==> src/rtl/vga_frame_reader_if.sv <==
// Read port of the scaler output RAM as seen by the VGA frame reader.
// The master issues addresses; the slave returns the data one clock later.
interface vga_frame_reader_if #(
  parameter int ADDR_W = 19
);
  logic [ADDR_W-1:0] rdaddr;
  logic [7:0]        q;

  modport master (output rdaddr, input q);
  modport slave  (input rdaddr, output q);
endinterface

==> src/rtl/vga_frame_reader.sv <==
// VGA timing generator that scans a centred grayscale image out of the scaler RAM.
// Geometry and validity are frozen at (0,0) so a frame never tears.
module vga_frame_reader #(
  parameter int H_ACTIVE = 640,
  parameter int H_FP     = 16,
  parameter int H_SYNC   = 96,
  parameter int H_BP     = 48,
  parameter int V_ACTIVE = 480,
  parameter int V_FP     = 10,
  parameter int V_SYNC   = 2,
  parameter int V_BP     = 33,
  parameter int ADDR_W   = 19
) (
  input  logic                clk,
  input  logic                rst_n,
  input  logic [9:0]          img_width_i,
  input  logic [8:0]          img_height_i,
  input  logic                frame_valid_i,
  vga_frame_reader_if.master  ram,
  output logic                vga_hs_o,
  output logic                vga_vs_o,
  output logic                vga_blank_n_o,
  output logic                vga_sync_n_o,
  output logic [7:0]          vga_r_o,
  output logic [7:0]          vga_g_o,
  output logic [7:0]          vga_b_o,
  output logic                frame_start_o
);

  localparam int H_TOTAL = H_ACTIVE + H_FP + H_SYNC + H_BP;
  localparam int V_TOTAL = V_ACTIVE + V_FP + V_SYNC + V_BP;
  localparam int HW      = $clog2(H_TOTAL);
  localparam int VW      = $clog2(V_TOTAL);

  typedef logic [11:0] coord_t;

  logic [HW-1:0]     h_q, h_d;
  logic [VW-1:0]     v_q, v_d;
  logic [9:0]        w_l_q;
  logic [8:0]        h_l_q;
  logic              show_q;
  logic [ADDR_W-1:0] rptr_q, rptr_d;
  logic [ADDR_W-1:0] rdaddr_q, rdaddr_d;
  logic              hs1_q, vs1_q, blank1_q, win1_q;
  logic              hs2_q, vs2_q, blank2_q, win2_q;

  logic              fs;
  logic [9:0]        cur_w;
  logic [8:0]        cur_h;
  logic              geom_ok;
  logic              cur_show;
  logic [ADDR_W-1:0] cur_rptr;
  coord_t            hx, vy, x_off, y_off;
  logic              win, hs0, vs0, blank0;

  // On the latch cycle the new frame's geometry is already in force, so the
  // window at (0,0) is judged with the incoming values rather than stale ones.
  always_comb begin
    fs       = (h_q == '0) && (v_q == '0);
    cur_w    = fs ? img_width_i  : w_l_q;
    cur_h    = fs ? img_height_i : h_l_q;
    geom_ok  = (cur_w != '0) && (coord_t'(cur_w) <= coord_t'(H_ACTIVE)) &&
               (cur_h != '0) && (coord_t'(cur_h) <= coord_t'(V_ACTIVE));
    cur_show = fs ? (frame_valid_i && geom_ok) : show_q;
    cur_rptr = fs ? '0 : rptr_q;
    hx       = coord_t'(h_q);
    vy       = coord_t'(v_q);
    x_off    = (coord_t'(H_ACTIVE) - coord_t'(cur_w)) >> 1;
    y_off    = (coord_t'(V_ACTIVE) - coord_t'(cur_h)) >> 1;
    win      = cur_show &&
               (hx >= x_off) && (hx < x_off + coord_t'(cur_w)) &&
               (vy >= y_off) && (vy < y_off + coord_t'(cur_h));
    hs0      = !((hx >= coord_t'(H_ACTIVE + H_FP)) &&
                 (hx <  coord_t'(H_ACTIVE + H_FP + H_SYNC)));
    vs0      = !((vy >= coord_t'(V_ACTIVE + V_FP)) &&
                 (vy <  coord_t'(V_ACTIVE + V_FP + V_SYNC)));
    blank0   = (hx < coord_t'(H_ACTIVE)) && (vy < coord_t'(V_ACTIVE));

    // Sequential addressing replaces a row*width multiply.
    rptr_d   = win ? cur_rptr + ADDR_W'(1) : cur_rptr;
    rdaddr_d = win ? cur_rptr : rdaddr_q;

    h_d = h_q;
    v_d = v_q;
    if (h_q == HW'(H_TOTAL - 1)) begin
      h_d = '0;
      v_d = (v_q == VW'(V_TOTAL - 1)) ? '0 : v_q + VW'(1);
    end else begin
      h_d = h_q + HW'(1);
    end
  end

  always_ff @(posedge clk or negedge rst_n) begin
    if (!rst_n) begin
      h_q      <= '0;
      v_q      <= '0;
      w_l_q    <= '0;
      h_l_q    <= '0;
      show_q   <= 1'b0;
      rptr_q   <= '0;
      rdaddr_q <= '0;
      hs1_q    <= 1'b1;
      vs1_q    <= 1'b1;
      blank1_q <= 1'b0;
      win1_q   <= 1'b0;
      hs2_q    <= 1'b1;
      vs2_q    <= 1'b1;
      blank2_q <= 1'b0;
      win2_q   <= 1'b0;
    end else begin
      h_q      <= h_d;
      v_q      <= v_d;
      rptr_q   <= rptr_d;
      rdaddr_q <= rdaddr_d;
      if (fs) begin
        w_l_q  <= img_width_i;
        h_l_q  <= img_height_i;
        show_q <= cur_show;
      end
      hs1_q    <= hs0;
      vs1_q    <= vs0;
      blank1_q <= blank0;
      win1_q   <= win;
      hs2_q    <= hs1_q;
      vs2_q    <= vs1_q;
      blank2_q <= blank1_q;
      win2_q   <= win1_q;
    end
  end

  // The RAM's own output register forms the second pipeline stage.
  assign ram.rdaddr    = rdaddr_q;
  assign vga_hs_o      = hs2_q;
  assign vga_vs_o      = vs2_q;
  assign vga_blank_n_o = blank2_q;
  assign vga_sync_n_o  = 1'b0;
  assign vga_r_o       = win2_q ? ram.q : 8'h00;
  assign vga_g_o       = win2_q ? ram.q : 8'h00;
  assign vga_b_o       = win2_q ? ram.q : 8'h00;
  assign frame_start_o = fs && rst_n;

endmodule

==> src/flat_wrapper.sv <==
// flat-port wrapper written by rule: the top's interface ports become plain ports
module vga_frame_reader_flat 
#(
  parameter int H_ACTIVE = 640,
  parameter int H_FP     = 16,
  parameter int H_SYNC   = 96,
  parameter int H_BP     = 48,
  parameter int V_ACTIVE = 480,
  parameter int V_FP     = 10,
  parameter int V_SYNC   = 2,
  parameter int V_BP     = 33,
  parameter int ADDR_W   = 19
)
  (clk, rst_n, img_width_i, img_height_i, frame_valid_i, vga_hs_o, vga_vs_o, vga_blank_n_o, vga_sync_n_o, vga_r_o, vga_g_o, vga_b_o, frame_start_o, ram_rdaddr, ram_q);
  vga_frame_reader_if #(.ADDR_W(ADDR_W)) ram_i ();
  input  logic clk;
  input  logic rst_n;
  input  logic [9:0] img_width_i;
  input  logic [8:0] img_height_i;
  input  logic frame_valid_i;
  output logic vga_hs_o;
  output logic vga_vs_o;
  output logic vga_blank_n_o;
  output logic vga_sync_n_o;
  output logic [7:0] vga_r_o;
  output logic [7:0] vga_g_o;
  output logic [7:0] vga_b_o;
  output logic frame_start_o;
  output wire logic [$bits(ram_i.rdaddr)-1:0] ram_rdaddr;
  input wire logic [$bits(ram_i.q)-1:0] ram_q;
  assign ram_rdaddr = ram_i.rdaddr;
  assign ram_i.q = ram_q;
  vga_frame_reader #(.H_ACTIVE(H_ACTIVE), .H_FP(H_FP), .H_SYNC(H_SYNC), .H_BP(H_BP), .V_ACTIVE(V_ACTIVE), .V_FP(V_FP), .V_SYNC(V_SYNC), .V_BP(V_BP), .ADDR_W(ADDR_W)) u_core (.clk(clk), .rst_n(rst_n), .img_width_i(img_width_i), .img_height_i(img_height_i), .frame_valid_i(frame_valid_i), .ram(ram_i), .vga_hs_o(vga_hs_o), .vga_vs_o(vga_vs_o), .vga_blank_n_o(vga_blank_n_o), .vga_sync_n_o(vga_sync_n_o), .vga_r_o(vga_r_o), .vga_g_o(vga_g_o), .vga_b_o(vga_b_o), .frame_start_o(frame_start_o));
endmodule
==> config.mk <==
export PLATFORM = sky130hd
export DESIGN_NAME = vga_frame_reader_flat
export DESIGN_NICKNAME = d
export VERILOG_FILES = /design/src/rtl/vga_frame_reader_if.sv /design/src/rtl/vga_frame_reader.sv /design/src/flat_wrapper.sv
export SDC_FILE = /design/constraint.sdc
export NUM_CORES = 1
export LEC_CHECK = 0
export ABC_AREA = 1
export CAP_MARGIN = 20
export CORE_MARGIN = 3
export CORE_UTILIZATION = 58
export DETAILED_ROUTE_END_ITERATION = 16
export PLACE_DENSITY = 0.82
export SYNTH_ARGS = -nofsm -noshare
export SYNTH_HDL_FRONTEND = slang
export SYNTH_SLANG_ARGS = --single-unit
==> constraint.sdc <==
create_clock -name clk -period 6.47 [get_ports clk]
set_clock_uncertainty 0.05 [all_clocks]
set_input_delay 1.294 -clock clk [delete_from_list [all_inputs] [get_ports clk]]
set_output_delay 1.294 -clock clk [all_outputs]
set_load 0.1 [all_outputs]
==> run_results.csv <==
group,metric,value,unit
power_and_ir_drop,p_per_area,164,nW/um^2
synthesis,synth_area_leaders,"dfrtp_1 (30%), nand2_1 (14%), ha_1 (11%), inv_1 (7.2%), nand3_1 (5.8%)",
sta,clock.fmax,175,MHz
clock_network,root_buffer,"clkbuf_16",
floorplanning,die_y,114,um
floorplanning,rows,38,
routing,drtAntennaViolNets,0,
routing,vias,6155,
worst_setup_path,cp_slowest_cell,"clkdlybuf4s50_1",
synthesis,ys_ff_latch,86,
synthesis,netlist_instances,941,
routing,drt_drc_violations_left,0,
placement,place_ws,0.435,ns
final_layout,final_cell_area,7790,sq um
clock_network,path_clk_slew,0.06,ns
placement,hpwl,12400,um
global_route,overflow,0,
synthesis,yosysTopAreaCellShare,30.3,%
synthesis,synth_cell_types,44,
sta,fin_ws,0.749,ns
worst_setup_path,critPathMaxFanout,23,
worst_hold_path,holdCritStartpoint,"u_core.blank1_q",
sta,rsz0062_at_grt,"false",
final_layout,antenna_cells,0,
sta,worst_pin_slew,0.994,ns
worst_hold_path,holdPathStages,0,
final_layout,nets,1093,
final_layout,drive_above_1_share,6.17,%
synthesis,synth_edf_count,0,
global_route,grt_pass1_vias,5867,
synthesis,netlist_area,6780,sq um
routing,vias_per_cell,5.38,
floorplanning,start_util,60.9,%
worst_setup_path,cp_data_arrival_time,5.91,ns
worst_setup_path,end_kind,"register",
routing,drt_wl_total,16200,um
power_and_ir_drop,p_leak,4.21,nW
floorplanning,ios,78,
power_and_ir_drop,ir_drop,121,uV
clock_network,worstSkewPairLatency,0.35,ns
sta,finalCritPeriodShare,88.4,%
synthesis,ys_seq_area_share,31.8,%
placement,portBuffers,76,
synthesis,yosys.area.top_type,"dfrtp_1",
worst_setup_path,r2r-start,"u_core.v_q[0]",
clock_network,cts.htree.levels,3,
clock_network,cts_tree,"yes",
final_layout,syn2layout_area_growth,15.0,%
placement,place_area,7500,sq um
worst_setup_path,rr_worst_depth,31,
worst_setup_path,crit_start,"img_width_i[1]",
outcome,status,"completed",
worst_hold_path,hold_class,"reg -> reg",
worst_setup_path,path_class,"in -> reg",
worst_setup_path,reg2reg_to,"u_core.ram.rdaddr[17]",
routing,dr.pass1.iters,7,
sta,slew_violations,0,
synthesis,async_flop_share,100,%
placement,routabilityCongestion,0.933,
final_layout,fillCellCount,967,
worst_setup_path,rrSetupSlack,0.79,ns
global_route,grt_max_degree,55,
worst_setup_path,cp-start-kind,"primary input",
clock_network,cts_buffers,9,
clock_network,cts.sinks,86,
synthesis,syn_avg_cell_area,7.20,sq um
worst_setup_path,worst-path-buf-inv,5,
sta,hold-worst-slack,0.300,ns
worst_setup_path,cp.required,6.65,ns
final_layout,final_cell_mix,"nand2_1 (259), inv_1 (130), dfrtp_1 (82)",
worst_setup_path,crit_family,"simple AND/OR/NAND/NOR gates",
final_layout,final_common_cell,"nand2_1",
sta,hold_violations,0,
worst_setup_path,max_stage_delay,0.43,ns
routing,drtIter0Drc,434,
routing,route.detailed.wl_per_inst,14.2,um
final_layout,final_cells,1145,
clock_network,cts_buffer_depth,2,
global_route,globalRouteTotalUtil,26.2,%
sta,slew-limit-headroom,33.2,%
clock_network,cts_hold_buf,0,
synthesis,syn_nets,1033,
global_route,antenna_found_initial,0,
worst_setup_path,cpMostUsedCell,"nand2_1",
sta,report.final.setup_viol,0,
global_route,grt_pass1_wl,27600,um
worst_hold_path,hold_end,"u_core.vga_blank_n_o",
sta,tns,0,ns
synthesis,synthFlopType,"dfrtp_1",
job,drv_cap,0,
clock_network,postCtsSetupBuffers,0,
floorplanning,die-area,13000,sq um
placement,dp_cells,1130,
sta,fin_crit,5.72,ns
synthesis,yosysWarnings,0,
worst_setup_path,cp_num_cells,29,
floorplanning,die_x,114,um
floorplanning,coreArea,11100,sq um
-- cell usage after synthesis (4+ instances only) --
| cell | count |
|---|---|
| nand2_1 | 259 |
| inv_1 | 130 |
| dfrtp_1 | 82 |
| nor2_1 | 80 |
| nand3_1 | 79 |
| ha_1 | 62 |
| a21oi_1 | 37 |
| xor2_1 | 35 |
| nand4_1 | 23 |
| buf_4 | 20 |
| nor3_1 | 16 |
| o21ai_0 | 16 |
| nor2_2 | 9 |
| nand2_2 | 8 |
| xnor2_1 | 8 |
| buf_6 | 7 |
| buf_2 | 6 |
| o21ai_1 | 6 |
| nor4_1 | 5 |
| a211oi_1 | 4 |
| dfstp_2 | 4 |
-- worst register-to-register path: cells and delay by family, from the launching register on --
family          cells  cell delay, ns
simple gates       15            1.98
xor+xnor            1            0.17
flops               1            0.44
fa+ha+maj           4            1.05
compound gates      7            1.29
buf+inv             4            0.58
-- report_power, final --
| group | internal (mW) | total (mW) | switching [mW] |
|---|---|---|---|
| Combinational | 0.0852 | 0.221 | 0.136 |
| Clock | 0.298 | 0.509 | 0.211 |
| Sequential | 0.544 | 0.546 | 0.00197 |
-- sequential cells by signal (all words and copies together), names as in the netlist --
name,flops
u_core.h_q,10
u_core.win1_q,1
u_core.rptr_q,19
u_core.show_q,1
u_core.vga_vs_o,1
u_core.ram.rdaddr,19
u_core.v_q,10
u_core.w_l_q,10
u_core.vga_hs_o,1
u_core.blank1_q,1
u_core.win2_q,1
u_core.vs1_q,1
u_core.vga_blank_n_o,1
u_core.hs1_q,1
u_core.h_l_q,9
-- logic make-up (layout without fill, tap and decap cells) --
| kind of cell | Yosys count | count (layout) | share of synthesized area (%) |
|---|---|---|---|
| and+or+nand+nor | 495 | 495 | 32.1 |
| buffers and inverters | 169 | 233 | 11.4 |
| DFF | 86 | 86 | 31.8 |
| AOI/OAI and AO/OA | 85 | 85 | 7.62 |
| adders and majority gates | 62 | 62 | 11.4 |
| xor gates and xnor gates | 43 | 43 | 5.56 |
| other | 1 | 1 | 0.0553 |
-- metrics by stage --
step | power (mW) | util [%]
floorplan | 0.709 | -
global placement | 0.772 | 67.5
detailed placement | 0.775 | 67.5
CTS | 1.29 | 70.0
global route | 1.34 | 70.0
finish | 1.28 | 70.0
-- timing repair --
action / in CTS / in global routing
endpoints found under the setup margin: 0 / 23
endpoints found under the hold margin: 0 / 0
resized for setup: 0 / 1
-- area by class of cell --
class,count,area (sq um),area share [%]
flip-flops and latches,86,2160,27.7
repair buffers,84,818,10.5
inverters,134,503,6.45
well taps,140,175,2.25
multi-input cells,686,3860,49.5
clock inverters,3,46.3,0.594
clock buffers,12,236,3.03
-- metal layers --
layer  global-route usage, %  up-vias  share of wire, %
li1                        -     3127                 -
met1                    36.4     2829                46
met2                    41.8      175                45
met3                    4.28       24               6.2
met4                    8.95        0               1.8
met5                       0        -                 0
-- how the worst max path moves through the flow --
stage | end | slack [ns]
floorplan | u_core.rptr_q[14] | 1.77
global placement | u_core.ram.rdaddr[16] | 0.49
detailed placement | u_core.ram.rdaddr[17] | 0.43
CTS | u_core.ram.rdaddr[17] | 0.53
global route | u_core.ram.rdaddr[17] | 0.16
finish | u_core.ram.rdaddr[17] | 0.75
(Power assumes the default switching activity.)
